[src/rtl/ip_rewrite_cam_arb.sv]
// Arbitrates one flow-lookup CAM between two rewriter read ports and the table write port,
// buffering each read result until its requester consumes it.
module ip_rewrite_cam_arb #(
    parameter int TABLE_ENTRIES = 8,
    parameter int TUPLE_W       = 96,
    parameter int ADDR_W        = 32,
    parameter int WR_STREAK_MAX = 4,
    localparam int ENT_W        = $clog2(TABLE_ENTRIES)
) (
    input  logic                     clk,
    input  logic                     rst_n,
    input  logic [1:0]               rd_req_val,
    input  logic [2*TUPLE_W-1:0]     rd_req_tuple,
    output logic [1:0]               rd_req_rdy,
    output logic [1:0]               rd_resp_val,
    output logic [1:0]               rd_resp_hit,
    output logic [2*ADDR_W-1:0]      rd_resp_addr,
    input  logic [1:0]               rd_resp_rdy,
    input  logic                     wr_req_val,
    input  logic [ENT_W-1:0]         wr_req_entry,
    input  logic                     wr_req_set,
    input  logic [TUPLE_W-1:0]       wr_req_tuple,
    input  logic [ADDR_W-1:0]        wr_req_addr,
    output logic                     wr_req_rdy,
    output logic [TABLE_ENTRIES-1:0] cam_w_v,
    output logic                     cam_w_set,
    output logic [TUPLE_W-1:0]       cam_w_tag,
    output logic [ADDR_W-1:0]        cam_w_data,
    output logic                     cam_r_v,
    output logic [TUPLE_W-1:0]       cam_r_tag,
    input  logic [ADDR_W-1:0]        cam_r_data,
    input  logic                     cam_r_hit,
    output logic [15:0]              wr_grant_cnt
);

    localparam logic [3:0] STREAK_LIM = 4'(WR_STREAK_MAX);
    localparam logic [TABLE_ENTRIES-1:0] ONE_HOT0 = {{(TABLE_ENTRIES-1){1'b0}}, 1'b1};

    logic [1:0]          resp_val_q, resp_val_d;
    logic [1:0]          resp_hit_q, resp_hit_d;
    logic [2*ADDR_W-1:0] resp_addr_q, resp_addr_d;
    logic [3:0]          streak_q, streak_d;
    logic                rr_q, rr_d;
    logic [15:0]         wr_cnt_q, wr_cnt_d;

    logic [1:0] elig;
    logic       any_elig;
    logic       wr_gnt;
    logic [1:0] rd_gnt;
    logic       rd_idx;

    // A full buffer still counts as free when it drains this same cycle.
    always_comb begin
        elig     = rd_req_val & (~resp_val_q | rd_resp_rdy);
        any_elig = |elig;
        wr_gnt   = rst_n & wr_req_val & (~any_elig | (streak_q < STREAK_LIM));
        rd_gnt   = 2'b00;
        rd_idx   = rr_q;
        if (rst_n && !wr_gnt && any_elig) begin
            rd_idx         = elig[rr_q] ? rr_q : ~rr_q;
            rd_gnt[rd_idx] = 1'b1;
        end
    end

    always_comb begin
        rd_req_rdy = rd_gnt;
        wr_req_rdy = wr_gnt;
        cam_w_v    = wr_gnt ? (ONE_HOT0 << wr_req_entry) : '0;
        cam_w_set  = wr_req_set;
        cam_w_tag  = wr_req_tuple;
        cam_w_data = wr_req_addr;
        cam_r_v    = |rd_gnt;
        cam_r_tag  = '0;
        if (|rd_gnt) begin
            cam_r_tag = rd_req_tuple[rd_idx*TUPLE_W +: TUPLE_W];
        end
    end

    always_comb begin
        streak_d    = 4'd0;
        rr_d        = rr_q;
        wr_cnt_d    = wr_cnt_q;
        resp_val_d  = resp_val_q;
        resp_hit_d  = resp_hit_q;
        resp_addr_d = resp_addr_q;
        if (wr_gnt) begin
            wr_cnt_d = wr_cnt_q + 16'd1;
            if (any_elig) begin
                streak_d = streak_q + 4'd1;
            end
        end
        if (|rd_gnt) begin
            rr_d = ~rd_idx;
        end
        for (int i = 0; i < 2; i++) begin
            if (rd_gnt[i]) begin
                resp_val_d[i]                    = 1'b1;
                resp_hit_d[i]                    = cam_r_hit;
                resp_addr_d[i*ADDR_W +: ADDR_W]  = cam_r_data;
            end else if (rd_resp_rdy[i]) begin
                resp_val_d[i] = 1'b0;
            end
        end
    end

    always_ff @(posedge clk or negedge rst_n) begin
        if (!rst_n) begin
            resp_val_q  <= '0;
            resp_hit_q  <= '0;
            resp_addr_q <= '0;
            streak_q    <= '0;
            rr_q        <= 1'b0;
            wr_cnt_q    <= '0;
        end else begin
            resp_val_q  <= resp_val_d;
            resp_hit_q  <= resp_hit_d;
            resp_addr_q <= resp_addr_d;
            streak_q    <= streak_d;
            rr_q        <= rr_d;
            wr_cnt_q    <= wr_cnt_d;
        end
    end

    assign rd_resp_val  = resp_val_q;
    assign rd_resp_hit  = resp_hit_q;
    assign rd_resp_addr = resp_addr_q;
    assign wr_grant_cnt = wr_cnt_q;

endmodule

[config.mk]
export PLATFORM = sky130hd
export DESIGN_NAME = ip_rewrite_cam_arb
export DESIGN_NICKNAME = d
export VERILOG_FILES = /design/src/rtl/ip_rewrite_cam_arb.sv
export SDC_FILE = /design/constraint.sdc
export NUM_CORES = 1
export LEC_CHECK = 0
export BUFFER_PORTS_ARGS = -buffer_cell sky130_fd_sc_hd__buf_2
export CORE_AREA = 4 4 264 266
export DETAILED_ROUTE_END_ITERATION = 16
export DIE_AREA = 0 0 268 270
export GPL_TIMING_DRIVEN = 0
export SETUP_SLACK_MARGIN = 0.4
export SLEW_MARGIN = 5
export SYNTH_ARGS = -nofsm -noshare
export SYNTH_HDL_FRONTEND = slang
export SYNTH_SLANG_ARGS = --single-unit
[constraint.sdc]
create_clock -name clk -period 1.75 [get_ports clk]
set_input_delay 0.175 -clock clk [delete_from_list [all_inputs] [get_ports clk]]
set_output_delay 0.175 -clock clk [all_outputs]
set_load 0.05 [all_outputs]
# Yosys cells after proc, flatten, opt, wreduce, memory -nomap -nowiden
# Cells that the tools add are included.
word_totals:
  reg_bits: 89
  input_bits: 364
  word_cells: 50
op_classes:
  n_addsub: 2
  n_mul: 1
  magnitude_cmp: 4
  shift: 2
  mux: 15
  n_bitwise: 9
  reduce_logical: 8
ops:
  columns: ["operator", "n"]
  rows:
  - ["variable part select 192 x 9 -> 96 bit", 1]
  - ["2-to-1 mux 96 bit", 1]
  - ["adder 16 x 1 -> 16 bit, second input constant", 1]
  - ["2-to-1 mux 1 bit", 9]
  - ["2-to-1 mux 4 bit", 2]
  - ["2-to-1 mux 8 bit", 1]
  - ["left shift 1 x 3 -> 8 bit, first input constant", 1]
  - ["adder 4 x 1 -> 4 bit, second input constant", 1]
  - ["< comparator 1 x 2 -> 1 bit, second input constant", 2]
  - ["< comparator 4 x 3 -> 1 bit, second input constant", 1]
  - ["nonzero test 2 bit", 2]
  - ["OR reduction 2 bit", 2]
  - ["logical AND 1 bit", 3]
  - ["multiplier 1 x 2 -> 3 bit, second input constant", 1]
  - ["inverter 1 bit", 3]
  - ["AND 1 bit", 2]
  - ["AND 2 bit", 1]
  - ["2-to-1 mux 2 bit", 1]
  - ["inverter 2 bit", 1]
  - ["OR 2 bit", 1]
  - ["demux 1 bit (select 1 bit)", 1]
  - [">= comparator 1 bit, second input constant", 1]
  - ["zero test 1 bit", 1]
  - ["OR 1 bit", 1]

# Depth between registers and ports, before layout
# Gate-level depths: netlist (run 1).
depth:
  ltp_word: 14
  depth_mapped: 8
  mapped_depth_nobuf: 6

# Least setup slack after synthesis (run 1)
# OpenSTA, ideal clock, no wires.
synth_timing:
  path_type: "register to output"
  startpoint: "register resp_val_q[1] (netlist: rd_resp_val[1])"
  endpoint: "output port cam_w_v[4]"
  arrival_ns: 2.865
  required_ns: 1.575
  slack_ns: -1.290
  path_stages_with_launch: 7
  path_buffers: 0
  path_cell_list: "dfrtp_1 -> and2b_1 -> o22ai_2 -> a21o_1 -> inv_1 -> nand2_1 -> nor3_1"
synth_between:
  elab_chain_cells: 8
synth_lines:
  columns: ["element", "line_no", "rtl"]
  rows:
  - ["start, declared", "39", "logic [1:0] resp_val_q, resp_val_d;"]
  - ["start signal, assigned", "115", "resp_val_q <= resp_val_d;"]
  - ["inverter 2 bit", "54", "elig = rd_req_val & (~resp_val_q | rd_resp_rdy);"]
  - ["OR 2 bit", "54", null]
  - ["AND 2 bit", "54", null]
  - ["OR reduction 2 bit", "55", "any_elig = |elig;"]
  - ["inverter 1 bit", "56", "wr_gnt = rst_n & wr_req_val & (~any_elig | (streak_q < STREAK_LIM));"]
  - ["OR 1 bit", "56", null]
  - ["AND 1 bit", "56", null]
  - ["net wr_req_rdy", "24", "output logic wr_req_rdy,"]
  - ["2-to-1 mux 8 bit", "68", "cam_w_v = wr_gnt ? (ONE_HOT0 << wr_req_entry) : '0;"]
  - ["end, declared", "25", "output logic [TABLE_ENTRIES-1:0] cam_w_v,"]
# The timed path passes the listed nets, and every way through them passes these cells.

# Final worst setup path (run 1)
layout_timing:
  startpoint: "register resp_val_q[1] (netlist: rd_resp_val[1])"
  endpoint: "output port cam_r_tag[85]"
layout_between:
  elab_chain_cells: 14
layout_lines:
  columns: ["element", "line_no", "rtl"]
  rows:
  - ["inverter 2 bit (*)", "54", null]
  - ["OR 2 bit (*)", "54", null]
  - ["AND 2 bit (*)", "54", null]
  - ["OR reduction 2 bit", "55", null]
  - ["inverter 1 bit", "56", null]
  - ["OR 1 bit", "56", null]
  - ["AND 1 bit", "56", null]
  - ["zero test 1 bit", "59", "if (rst_n && !wr_gnt && any_elig) begin"]
  - ["logical AND 1 bit (2 in series)", "59", null]
  - ["2-to-1 mux 1 bit", "59", null]
  - ["multiplier 1 x 2 -> 3 bit", "75", "cam_r_tag = rd_req_tuple[rd_idx*TUPLE_W +: TUPLE_W];"]
  - ["variable part select 192 x 9 -> 96 bit", "75", null]
  - ["2-to-1 mux 96 bit (*)", "74", "if (|rd_gnt) begin"]
  - ["end, declared", "30", "output logic [TUPLE_W-1:0] cam_r_tag,"]
# Every way passes the cells marked *; elsewhere a longest branch is shown, timed or not. The select of a mux whose other input is x is not followed.

==> metrics.txt, run 1 <==
# TYPE chip_impl_metric gauge
chip_impl_metric{name="setup_viol_count_final",unit=""} 176
chip_impl_info{name="yosys-top-cells-area",value="sky130_fd_sc_hd__dfrtp_1, sky130_fd_sc_hd__buf_4, sky130_fd_sc_hd__nand2_1"} 1
chip_impl_metric{name="worstPathRequired",unit="ns"} 1.57
chip_impl_metric{name="antenna_found_initial",unit=""} 40
chip_impl_info{name="worst_setup_path_end_kind",value="output pin"} 1
chip_impl_metric{name="die_h",unit="um"} 270
chip_impl_info{name="critical_path_class",value="register to output pin"} 1
chip_impl_metric{name="switchingPower",unit="uW"} 6940
chip_impl_metric{name="syn_to_final_growth",unit="%"} 134
chip_impl_metric{name="floorplan.rows",unit=""} 95
chip_impl_info{name="yosysMostFrequentCell",value="sky130_fd_sc_hd__nand2_1"} 1
chip_impl_metric{name="grt_use_total",unit="%"} 12.3
chip_impl_metric{name="synth_warnings",unit=""} 0
chip_impl_metric{name="p_clk_share",unit="%"} 13.7
chip_impl_info{name="post_synth_most_frequent_cells",value="sky130_fd_sc_hd__nand2_1, sky130_fd_sc_hd__buf_4, sky130_fd_sc_hd__a21oi_1"} 1
chip_impl_info{name="min_path_type",value="input pin to asynchronous set/reset pin"} 1
chip_impl_metric{name="grt_max_degree",unit=""} 57
chip_impl_metric{name="max-vdd-ir-drop",unit="mV"} 0.909
chip_impl_metric{name="sum_of_buffers_and_inverters_on_the_critical_path",unit=""} 4
chip_impl_metric{name="initial_utilization",unit="%"} 8.95
chip_impl_metric{name="synthArstFlopShare",unit="%"} 100
chip_impl_info{name="synthDominantAreaCellType",value="sky130_fd_sc_hd__dfrtp_1"} 1
chip_impl_metric{name="fin_worst_skew",unit="ns"} 0.0123
chip_impl_metric{name="leakagePower",unit="uW"} 0.00673
chip_impl_metric{name="power",unit="uW"} 13800
chip_impl_metric{name="synth_enable_flop_cells",unit=""} 0
chip_impl_metric{name="max_cap_viol_count",unit=""} 0
chip_impl_info{name="crit_chain",value="and2b_2 > buf_4 > o22ai_4 > nand2_8 > buf_12 > clkbuf_8 > a21oi_4 > buf_6"} 1
chip_impl_info{name="clock_tree_from_tritoncts",value="done"} 1
chip_impl_metric{name="timing_hold_violations_final",unit=""} 38
chip_impl_metric{name="finalNetCount",unit=""} 1707
chip_impl_metric{name="grt_first_pass_wirelength",unit="mm"} 61.7
chip_impl_metric{name="internal-power",unit="uW"} 6820
chip_impl_metric{name="synthDominantCellAreaShare",unit="%"} 37.1
chip_impl_info{name="slowest_stage",value="sky130_fd_sc_hd__dfrtp_2"} 1
chip_impl_metric{name="antenna_left",unit=""} 0
chip_impl_metric{name="detail_route.vias_per_cell",unit=""} 3.39
chip_impl_metric{name="cts-root-to-sink-buffers",unit=""} 2
chip_impl_metric{name="cpPeakStageDelay",unit="ns"} 0.40
chip_impl_metric{name="mappedNetlistArea",unit="um2"} 6000
chip_impl_metric{name="die_x",unit="um"} 268
chip_impl_metric{name="synth-seq-area-share",unit="%"} 37.1
chip_impl_info{name="ctsRootBufferMaster",value="sky130_fd_sc_hd__clkbuf_16"} 1
chip_impl_metric{name="clk_pin_slew_worst_paths",unit="ns"} 0.07
chip_impl_metric{name="routedWlPerCell",unit="um"} 22.7
chip_impl_metric{name="power_per_cell_area",unit="nW/um2"} 978
chip_impl_metric{name="placed_cell_area",unit="um2"} 10700
chip_impl_metric{name="fp.coreArea",unit="um2"} 67000
chip_impl_metric{name="dr_total_vias",unit=""} 7554
chip_impl_metric{name="finalWorstPathRequiredPeriod",unit="ns"} 2.47
chip_impl_info{name="cp_top_family",value="buffers and inverters"} 1
chip_impl_info{name="violations",value="hold timing, setup timing"} 1
chip_impl_info{name="run_status",value="complete, but fails checks"} 1
chip_impl_metric{name="finalHoldWorstSlack",unit="ns"} -0.312
chip_impl_metric{name="hpwl",unit="mm"} 41.9
chip_impl_metric{name="final_min_period_over_clock_period",unit="%"} 141
chip_impl_metric{name="timing.fmax",unit="GHz"} 0.406
chip_impl_info{name="critPathLaunchType",value="register"} 1
chip_impl_info{name="rsz0062_at_grt",value="true"} 1
chip_impl_metric{name="drt-initial-drc-count",unit=""} 180
chip_impl_metric{name="clkSinkCount",unit=""} 89
chip_impl_metric{name="power_frac_comb",unit="%"} 65.3
chip_impl_metric{name="detail_route.first_pass.iterations",unit=""} 5
chip_impl_metric{name="finalWirelength",unit="mm"} 50.5
chip_impl_metric{name="syn_avg_cell_area",unit="um2"} 8.60
chip_impl_metric{name="numCtsBuffers",unit=""} 9
chip_impl_metric{name="tns",unit="ns"} -82.95
chip_impl_metric{name="layout_cell_share_with_drive_strength_beyond_1",unit="%"} 82.9
chip_impl_info{name="postSynth.topFlopCell",value="sky130_fd_sc_hd__dfrtp_1"} 1
chip_impl_metric{name="cts-htree-levels",unit=""} 3
chip_impl_metric{name="synth_fp_nets",unit=""} 1064
chip_impl_metric{name="clk-insertion-delay-late",unit="ns"} 0.36
chip_impl_metric{name="grt_pass1_vias",unit=""} 7574
chip_impl_metric{name="layout.cell_area.non_filler",unit="um2"} 14100
chip_impl_metric{name="switching_share",unit="%"} 50.4
chip_impl_metric{name="crit_fanout",unit=""} 10
chip_impl_metric{name="dieArea",unit="um2"} 72400
chip_impl_metric{name="synth.distinct_cells",unit=""} 32
chip_impl_metric{name="top_ports",unit=""} 685
chip_impl_metric{name="yosys_register_bits",unit=""} 89
chip_impl_metric{name="gp_routability_congestion",unit=""} 0.909
chip_impl_metric{name="overflow",unit=""} 0
chip_impl_metric{name="portBuffers",unit=""} 555
chip_impl_metric{name="drc",unit=""} 0
chip_impl_metric{name="cp.arrival",unit="ns"} 2.29
chip_impl_metric{name="layout_setup_ws",unit="ns"} -0.716
chip_impl_metric{name="pins_over_their_slew_limit",unit=""} 0
chip_impl_metric{name="seq_power_share",unit="%"} 21.0
chip_impl_metric{name="syn-instance-count",unit=""} 698
[layout by cell type (no fill, tap or decap), types with 6 or more instances in the layout]
cell type,n
sky130_fd_sc_hd__clkbuf_16,28
sky130_fd_sc_hd__mux2_2,14
sky130_fd_sc_hd__nand2_4,36
sky130_fd_sc_hd__buf_4,161
sky130_fd_sc_hd__nand2_1,97
sky130_fd_sc_hd__nand2_2,63
sky130_fd_sc_hd__dfrtp_1,87
sky130_fd_sc_hd__buf_8,28
sky130_fd_sc_hd__nand2_8,11
sky130_fd_sc_hd__buf_12,26
sky130_fd_sc_hd__a21oi_2,48
sky130_fd_sc_hd__buf_2,447
sky130_fd_sc_hd__buf_6,110
sky130_fd_sc_hd__diode_2,8
sky130_fd_sc_hd__xnor2_1,15
sky130_fd_sc_hd__nand4_1,6
sky130_fd_sc_hd__mux2_4,52
sky130_fd_sc_hd__a21oi_4,50
[path summary, 6_finish.rpt]
kind                            slack (ns)           start  depth (start not counted)               end
worst min-delay path                 -0.31           rst_n                          1  rd_resp_addr[54]
min in group clk                      0.06  cam_r_data[12]                          2  rd_resp_addr[12]
worst max-delay path                 -0.72  rd_resp_val[1]                          8     cam_r_tag[85]
max in group asynchronous             1.49           rst_n                          2    rd_resp_val[0]
worst max register to register       -0.37  rd_resp_val[1]                          9  rd_resp_addr[44]
worst min register to register        0.45     streak_q[0]                          1       streak_q[0]
[cell type report]
type	instances	area [um2]
Tap cell	873	1090
Clock inverter	6	51.3
Fill cell	7308	53000
Inverter	6	28.8
Clock buffer	10	229
Buffer	166	1580
Multi-Input combinational cell	437	4180
Antenna cell	8	20.0
Timing Repair Buffer	632	4670
Sequential cell	89	2230
[repair_timing]
action | 4_1_cts | 5_1_grt
gates cloned | 2 | 18
setup endpoints to repair | 193 | 197
buffers inserted | 9 | 47
pin swaps | 12 | 62
endpoints found under the hold margin | 38 | 38
resized for setup | 333 | 266
[layer usage]
metal	GRT usage, %	routed length, um	up-vias
met4	2.61	1310	6
met2	21.5	24500	451
met3	4.25	4470	81
met5	0	41	-
met1	14.7	20200	3566
li1	-	-	3450
[power groups by stage]
stage / combinational (uW) / clock, uW / sequential, uW
final: 8990 / 1890 / 2880
after global routing: 9380 / 2020 / 2940
after CTS: 7810 / 1950 / 2870
after detailed placement: 6990 / 0 / 2880
after global placement: 6940 / 0 / 2890
after floorplan: 3220 / 0 / 4640
[per-stage QoR]
step / instances / setup slack [ns] / hold WS [ns] / util (%)
5_1_grt: 2225 / -0.811 / -0.305 / 21.0
6_report: 2227 / -0.716 / -0.312 / 21.0
2_1_floorplan: 698 / -0.409 / -0.121 / -
4_1_cts: 2154 / -0.772 / -0.318 / 18.2
3_3_place_gp: 2126 / -2.86 / 0.420 / 15.9
3_5_place_dp: 2127 / -1.88 / 0.199 / 16.0
[flip-flops by register name, summed over array words and instances (netlist names)]
signal and count:
streak_q 4, rd_resp_addr 64, rd_resp_hit 2, wr_grant_cnt 16, rd_resp_val 2, rr_q 1
[cell families (layout without fill, tap and decap cells)]
logic type | Yosys count | in the layout | synth area share, %
and+or+nand+nor | 249 | 249 | 17.1
AOI/OAI and AO/OA | 103 | 103 | 8.96
buffers and inverters | 172 | 820 | 19.8
DFF | 89 | 89 | 37.1
xor gates and xnor gates | 16 | 16 | 2.33
adders and majority gates | 2 | 2 | 0.417
other | 1 | 9 | 0.0625
muxes | 66 | 66 | 14.1
(Power assumes the default switching activity.)
==> inputs of run 2 (changes only) <==
--- a/config.mk
+++ b/config.mk
@@ -6,9 +6,9 @@
 export NUM_CORES = 1
 export LEC_CHECK = 0
 export BUFFER_PORTS_ARGS = -buffer_cell sky130_fd_sc_hd__buf_2
-export CORE_AREA = 4 4 264 266
+export CORE_AREA = 3 3 263 265
 export DETAILED_ROUTE_END_ITERATION = 16
-export DIE_AREA = 0 0 268 270
+export DIE_AREA = 0 0 266 268
 export GPL_TIMING_DRIVEN = 0
 export SETUP_SLACK_MARGIN = 0.4
 export SLEW_MARGIN = 5
==> metrics.txt, run 2 (same netlist as run 1, synthesis figures left out) <==
# TYPE chip_impl_metric gauge
chip_impl_metric{name="top_ports",unit=""} 685
chip_impl_metric{name="grt_use_total",unit="%"} 11.8
chip_impl_metric{name="power_per_cell_area",unit="nW/um2"} 979
chip_impl_metric{name="clk_pin_slew_worst_paths",unit="ns"} 0.07
chip_impl_metric{name="numCtsBuffers",unit=""} 9
chip_impl_metric{name="timing.fmax",unit="GHz"} 0.408
chip_impl_info{name="final_common_cell",value="sky130_fd_sc_hd__buf_2"} 1
chip_impl_metric{name="grt_first_pass_wirelength",unit="mm"} 58.3
chip_impl_metric{name="max_cap_viol_count",unit=""} 0
chip_impl_info{name="ctsRootBufferMaster",value="sky130_fd_sc_hd__clkbuf_16"} 1
chip_impl_metric{name="fp.coreArea",unit="um2"} 67000
chip_impl_info{name="run_status",value="complete, but fails checks"} 1
chip_impl_metric{name="largest_register_ff_count",unit=""} 64
chip_impl_metric{name="final_min_period_over_clock_period",unit="%"} 140
chip_impl_metric{name="portBuffers",unit=""} 555
chip_impl_metric{name="met3WireLength",unit="mm"} 4.42
chip_impl_metric{name="routedWlPerCell",unit="um"} 20.6
chip_impl_info{name="topRoutingLayerUsed",value="met5"} 1
chip_impl_metric{name="layout_setup_ws",unit="ns"} -0.703
chip_impl_metric{name="detail_route.first_pass.iterations",unit=""} 4
chip_impl_metric{name="fin_worst_skew",unit="ns"} 0.0118
chip_impl_metric{name="detail_route.vias_per_cell",unit=""} 3.41
chip_impl_metric{name="pre_cts_slack",unit="ns"} -1.61
chip_impl_info{name="critPathLaunchType",value="register"} 1
chip_impl_metric{name="gp_routability_congestion",unit=""} 0.857
chip_impl_info{name="critical_path_class",value="register to output pin"} 1
chip_impl_metric{name="syn_to_final_growth",unit="%"} 137
chip_impl_metric{name="grt_pass1_vias",unit=""} 7709
chip_impl_metric{name="drc",unit=""} 0
chip_impl_info{name="min_path_type",value="input pin to register"} 1
chip_impl_metric{name="finalWirelength",unit="mm"} 46.1
chip_impl_metric{name="antenna_found_initial",unit=""} 41
chip_impl_metric{name="grt_max_degree",unit=""} 33
chip_impl_metric{name="cts-htree-levels",unit=""} 3
chip_impl_metric{name="hpwl",unit="mm"} 36.9
chip_impl_metric{name="floorplan.rows",unit=""} 95
chip_impl_metric{name="cp.arrival",unit="ns"} 2.28
chip_impl_metric{name="dieArea",unit="um2"} 71300
chip_impl_metric{name="drt-initial-drc-count",unit=""} 217
chip_impl_metric{name="pins_over_their_slew_limit",unit=""} 0
chip_impl_metric{name="die_x",unit="um"} 266
chip_impl_metric{name="dr_total_vias",unit=""} 7627
chip_impl_metric{name="wirelength_met1",unit="mm"} 16.8
chip_impl_info{name="violations",value="setup timing"} 1
chip_impl_metric{name="clk-insertion-delay-late",unit="ns"} 0.36
chip_impl_metric{name="timing_hold_violations_final",unit=""} 0
chip_impl_metric{name="finalWorstPathRequiredPeriod",unit="ns"} 2.45
chip_impl_metric{name="initial_utilization",unit="%"} 8.95
chip_impl_metric{name="tns",unit="ns"} -85.05
chip_impl_metric{name="die_h",unit="um"} 268
chip_impl_metric{name="antenna_left",unit=""} 0
chip_impl_info{name="clock_tree_from_tritoncts",value="done"} 1
chip_impl_metric{name="crit_fanout",unit=""} 6
chip_impl_info{name="worst_setup_path_end_kind",value="output pin"} 1
chip_impl_metric{name="cts-root-to-sink-buffers",unit=""} 2
chip_impl_metric{name="finalNetCount",unit=""} 1709
chip_impl_metric{name="max-vdd-ir-drop",unit="mV"} 0.998
chip_impl_metric{name="setup_viol_count_final",unit=""} 190
chip_impl_metric{name="clkSinkCount",unit=""} 89
chip_impl_metric{name="overflow",unit=""} 0
chip_impl_metric{name="routed-wl-met2",unit="mm"} 22.6
chip_impl_metric{name="layout_cell_share_with_drive_strength_beyond_1",unit="%"} 82.5
chip_impl_info{name="layout.cells.most_common_list",value="sky130_fd_sc_hd__buf_2, sky130_fd_sc_hd__buf_4, sky130_fd_sc_hd__buf_6"} 1
chip_impl_info{name="rsz0062_at_grt",value="true"} 1
chip_impl_metric{name="worstPathRequired",unit="ns"} 1.57
chip_impl_metric{name="leakagePower",unit="uW"} 0.00690
## run 2: per-layer routing
layer	up-vias	GRT usage [%]
met5	-	0
met4	6	5.91
met3	102	4.42
met2	489	20.2
met1	3568	12.9
li1	3462	-
## run 2: final cells by class
| class | instances | area (um2) |
|---|---|---|
| Sequential cell | 89 | 2230 |
| Antenna cell | 16 | 40.0 |
| Clock buffer | 9 | 225 |
| Buffer | 166 | 1580 |
| Timing Repair Buffer | 634 | 4750 |
| Multi-Input combinational cell | 437 | 4140 |
| Clock inverter | 7 | 108 |
| Inverter | 6 | 33.8 |
| Fill cell | 7238 | 52800 |
| Tap cell | 873 | 1090 |
## run 2: timing repair
item | 4_1_cts | 5_1_grt
pin swaps | 71 | 59
hold buffers | 6 | 0
endpoints found under the hold margin | 30 | 0
cloned | 15 | 3
resized for setup | 512 | 116
setup endpoints to repair | 193 | 199
setup buffers | 41 | 13
## run 2: worst max-delay path: stages, from the launching register on
cell	delay, ns
sky130_fd_sc_hd__dfrtp_2	0.40
sky130_fd_sc_hd__and2b_2	0.21
sky130_fd_sc_hd__nand3b_1	0.25
sky130_fd_sc_hd__o21ai_4	0.15
sky130_fd_sc_hd__buf_12	0.18
sky130_fd_sc_hd__buf_12	0.15
sky130_fd_sc_hd__clkbuf_16	0.17
sky130_fd_sc_hd__nand2_4	0.05
sky130_fd_sc_hd__a21oi_4	0.15
sky130_fd_sc_hd__buf_6	0.17
## run 2: path summary, 6_finish.rpt
path | from | endpoint | slack, ns | cells past startpoint
worst max register to register | streak_q[2] | rd_resp_addr[50] | -0.33 | 10
min in group asynchronous | rst_n | rd_resp_addr[31] | 0.45 | 4
worst min-delay path | cam_r_data[6] | rd_resp_addr[38] | 0.05 | 2
worst min register to register | streak_q[0] | streak_q[0] | 0.44 | 1
max in group asynchronous | rst_n | wr_grant_cnt[10] | 1.04 | 3
worst max-delay path | rd_resp_val[1] | cam_r_tag[57] | -0.70 | 9
## run 2: where the power goes
group          internal [uW]  leakage, uW  total (uW)  switching [uW]
sequential              2560      0.00108        2910             351
clock                   1280     0.000161        2220             940
combinational           3210      0.00566        8760            5550
## run 2: stage by stage
step | util [%] | instances | power (uW) | hold slack [ns] | area, um2
5_1_grt | 21.2 | 2234 | 14500 | 0.0385 | 14200
3_5_place_dp | 16.0 | 2127 | 9780 | 0.153 | 10700
6_report | 21.2 | 2237 | 13900 | 0.0499 | 14200
3_3_place_gp | 15.9 | 2126 | 9730 | 0.420 | 10700
2_1_floorplan | - | 698 | 7860 | -0.121 | 6800
4_1_cts | 20.2 | 2205 | 13600 | 0.0238 | 13600
==> inputs of run 3 (changes only) <==
--- a/config.mk
+++ b/config.mk
@@ -10,6 +10,7 @@
 export DETAILED_ROUTE_END_ITERATION = 16
 export DIE_AREA = 0 0 266 268
 export GPL_TIMING_DRIVEN = 0
+export PLACE_DENSITY_LB_ADDON = 0.08
 export SETUP_SLACK_MARGIN = 0.4
 export SLEW_MARGIN = 5
 export SYNTH_ARGS = -nofsm -noshare
==> metrics.txt, run 3 (same netlist as run 1, synthesis figures left out) <==
# TYPE chip_impl_metric gauge
chip_impl_info{name="run_status",value="complete, but fails checks"} 1
chip_impl_info{name="violations",value="setup timing"} 1
chip_impl_metric{name="cts-htree-levels",unit=""} 3
chip_impl_metric{name="max-vdd-ir-drop",unit="mV"} 0.571
chip_impl_metric{name="largest_register_ff_count",unit=""} 64
chip_impl_info{name="ctsRootBufferMaster",value="sky130_fd_sc_hd__clkbuf_16"} 1
chip_impl_metric{name="finalNetCount",unit=""} 1705
chip_impl_metric{name="pins_over_their_slew_limit",unit=""} 0
chip_impl_metric{name="global_route.usage.met1",unit="%"} 14.7
chip_impl_info{name="clock_tree_from_tritoncts",value="done"} 1
chip_impl_metric{name="overflow",unit=""} 0
chip_impl_metric{name="top_ports",unit=""} 685
chip_impl_metric{name="numCtsBuffers",unit=""} 9
chip_impl_metric{name="final_cell_count_no_fill",unit=""} 2219
chip_impl_metric{name="clk-insertion-delay-late",unit="ns"} 0.36
chip_impl_metric{name="die_x",unit="um"} 266
chip_impl_metric{name="gp_routability_congestion",unit=""} 0.972
chip_impl_info{name="rsz0062_at_grt",value="true"} 1
chip_impl_metric{name="power_per_cell_area",unit="nW/um2"} 992
chip_impl_metric{name="layout.cell_area.non_filler",unit="um2"} 13900
chip_impl_metric{name="tightestPinTransition",unit="ns"} 1.03
chip_impl_metric{name="grt_use_total",unit="%"} 12.1
chip_impl_metric{name="clkSinkCount",unit=""} 89
chip_impl_metric{name="grt.met2_usage",unit="%"} 21.2
chip_impl_info{name="min_path_type",value="input pin to register"} 1
chip_impl_info{name="final_common_cell",value="sky130_fd_sc_hd__buf_2"} 1
chip_impl_metric{name="clk_pin_slew_worst_paths",unit="ns"} 0.07
chip_impl_metric{name="finalWirelength",unit="mm"} 46.6
chip_impl_metric{name="leakagePower",unit="uW"} 0.00676
chip_impl_metric{name="final_min_period_over_clock_period",unit="%"} 137
chip_impl_metric{name="crit_fanout",unit=""} 10
chip_impl_metric{name="cts-root-to-sink-buffers",unit=""} 2
chip_impl_metric{name="worstPathRequired",unit="ns"} 1.57
chip_impl_metric{name="initial_utilization",unit="%"} 8.95
chip_impl_metric{name="grt_pass1_vias",unit=""} 7626
chip_impl_metric{name="grt_max_degree",unit=""} 70
chip_impl_metric{name="detail_route.vias_per_cell",unit=""} 3.28
chip_impl_metric{name="portBuffers",unit=""} 555
chip_impl_metric{name="dieArea",unit="um2"} 71300
chip_impl_metric{name="antenna_left",unit=""} 0
chip_impl_metric{name="drt-initial-drc-count",unit=""} 207
chip_impl_metric{name="timing_hold_violations_final",unit=""} 0
chip_impl_metric{name="slew-limit-headroom",unit="%"} 31.2
chip_impl_metric{name="floorplan.rows",unit=""} 95
chip_impl_metric{name="fin_worst_skew",unit="ns"} 0.0113
chip_impl_metric{name="timing.fmax",unit="GHz"} 0.416
chip_impl_info{name="worst_setup_path_end_kind",value="output pin"} 1
chip_impl_metric{name="routedWlPerCell",unit="um"} 21.0
chip_impl_metric{name="syn_to_final_growth",unit="%"} 131
chip_impl_metric{name="layout_cell_share_with_drive_strength_beyond_1",unit="%"} 79.5
chip_impl_info{name="grt-busiest-layer",value="met2"} 1
chip_impl_metric{name="finalWorstPathRequiredPeriod",unit="ns"} 2.41
chip_impl_metric{name="layout_setup_ws",unit="ns"} -0.656
chip_impl_metric{name="numPlacedInstances",unit=""} 2127
chip_impl_metric{name="die_h",unit="um"} 268
chip_impl_metric{name="grt_util_met3",unit="%"} 4.27
chip_impl_metric{name="power",unit="uW"} 13800
chip_impl_metric{name="hpwl",unit="mm"} 39.1
chip_impl_info{name="layout.cells.most_common_list",value="sky130_fd_sc_hd__buf_2, sky130_fd_sc_hd__buf_4, sky130_fd_sc_hd__nand2_1"} 1
chip_impl_metric{name="drc",unit=""} 0
chip_impl_metric{name="finalCoreUtilization",unit="%"} 20.7
chip_impl_metric{name="max_cap_viol_count",unit=""} 0
chip_impl_metric{name="dr_total_vias",unit=""} 7279
chip_impl_info{name="critical_path_class",value="register to output pin"} 1
chip_impl_metric{name="fp.coreArea",unit="um2"} 67000
chip_impl_metric{name="setup_viol_count_final",unit=""} 195
chip_impl_metric{name="placed_cell_area",unit="um2"} 10700
chip_impl_metric{name="grt_first_pass_wirelength",unit="mm"} 61.4
chip_impl_info{name="critPathLaunchType",value="register"} 1
chip_impl_metric{name="antenna_found_initial",unit=""} 9
chip_impl_metric{name="detail_route.first_pass.iterations",unit=""} 4
chip_impl_metric{name="cp.arrival",unit="ns"} 2.23
chip_impl_metric{name="layout.filler_cells",unit=""} 7524
[run 3: cell types whose count changed in the layout (fill, tap and decap cells not counted), moves of 5 or more]
cell and delta:
sky130_fd_sc_hd__nand2_4 -20, sky130_fd_sc_hd__diode_2 -14, sky130_fd_sc_hd__buf_12 -6, sky130_fd_sc_hd__clkbuf_16 -5, sky130_fd_sc_hd__a21oi_2 +5, sky130_fd_sc_hd__buf_8 +26, sky130_fd_sc_hd__a21oi_4 -5, sky130_fd_sc_hd__nand2_2 -17
sky130_fd_sc_hd__nand2_1 +35, sky130_fd_sc_hd__buf_6 -17
[run 3: power breakdown]
group	internal [uW]	total [uW]	switching (uW)
clock	1440	2360	911
sequential	2560	2890	331
combinational	3100	8530	5440
[run 3: path summary, 6_finish.rpt]
check | from | endpoint | slack [ns] | cells past startpoint
max | rd_resp_val[1] | cam_r_tag[65] | -0.66 | 9
min | cam_r_data[14] | rd_resp_addr[46] | 0.06 | 2
max reg2reg | rd_resp_val[1] | rd_resp_addr[51] | -0.40 | 10
min reg2reg | streak_q[0] | streak_q[0] | 0.43 | 1
max in group asynchronous | rst_n | wr_grant_cnt[2] | 0.87 | 2
min in group asynchronous | rst_n | wr_grant_cnt[3] | 0.20 | 2
[run 3: layout make-up]
type	instances	area (um2)	area share, %
buffer	166	1560	11.2
antenna	2	5.00	0.0360
timing repair buffer	630	4690	33.8
inverter	6	41.3	0.297
sequential	89	2230	16.1
clock inverter	4	98.8	0.712
multi-input combinational	437	3920	28.2
tap	873	1090	7.86
clock buffer	12	246	1.77
[run 3: stage by stage]
step	TNS (ns)	setup WS, ns	hold WS, ns
detailed placement	-115.45	-1.11	0.0640
CTS	-79.16	-0.712	0.0238
global placement	-518.37	-2.76	0.425
global route	-102.21	-0.771	0.0356
floorplan	-46.14	-0.409	-0.121
finish	-82.68	-0.656	0.0606
[run 3: critical path: stages (launching register included)]
cell	delay (ns)
sky130_fd_sc_hd__dfrtp_2	0.40
sky130_fd_sc_hd__and2b_2	0.22
sky130_fd_sc_hd__nand3b_1	0.25
sky130_fd_sc_hd__o21ai_4	0.12
sky130_fd_sc_hd__buf_12	0.16
sky130_fd_sc_hd__buf_12	0.15
sky130_fd_sc_hd__buf_12	0.14
sky130_fd_sc_hd__nand2_2	0.07
sky130_fd_sc_hd__a21oi_4	0.18
sky130_fd_sc_hd__buf_8	0.17
[run 3: what timing repair did]
| action | CTS | global route |
|---|---|---|
| endpoints found under the setup margin | 196 | 218 |
| gates cloned | 9 | 2 |
| hold buffers | 2 | 0 |
| gates resized for setup | 467 | 109 |
| endpoints found under the hold margin | 20 | 0 |
| buffers inserted | 42 | 19 |
| pin swaps | 50 | 39 |
[run 3: per-layer routing]
metal  wire, um  share of wire (%)  vias up
met3       3770                8.1       29
met5         58               0.12        -
met1      19100                 41     3488
met4        345               0.74        8
met2      23300                 50      315
li1           -                  -     3439
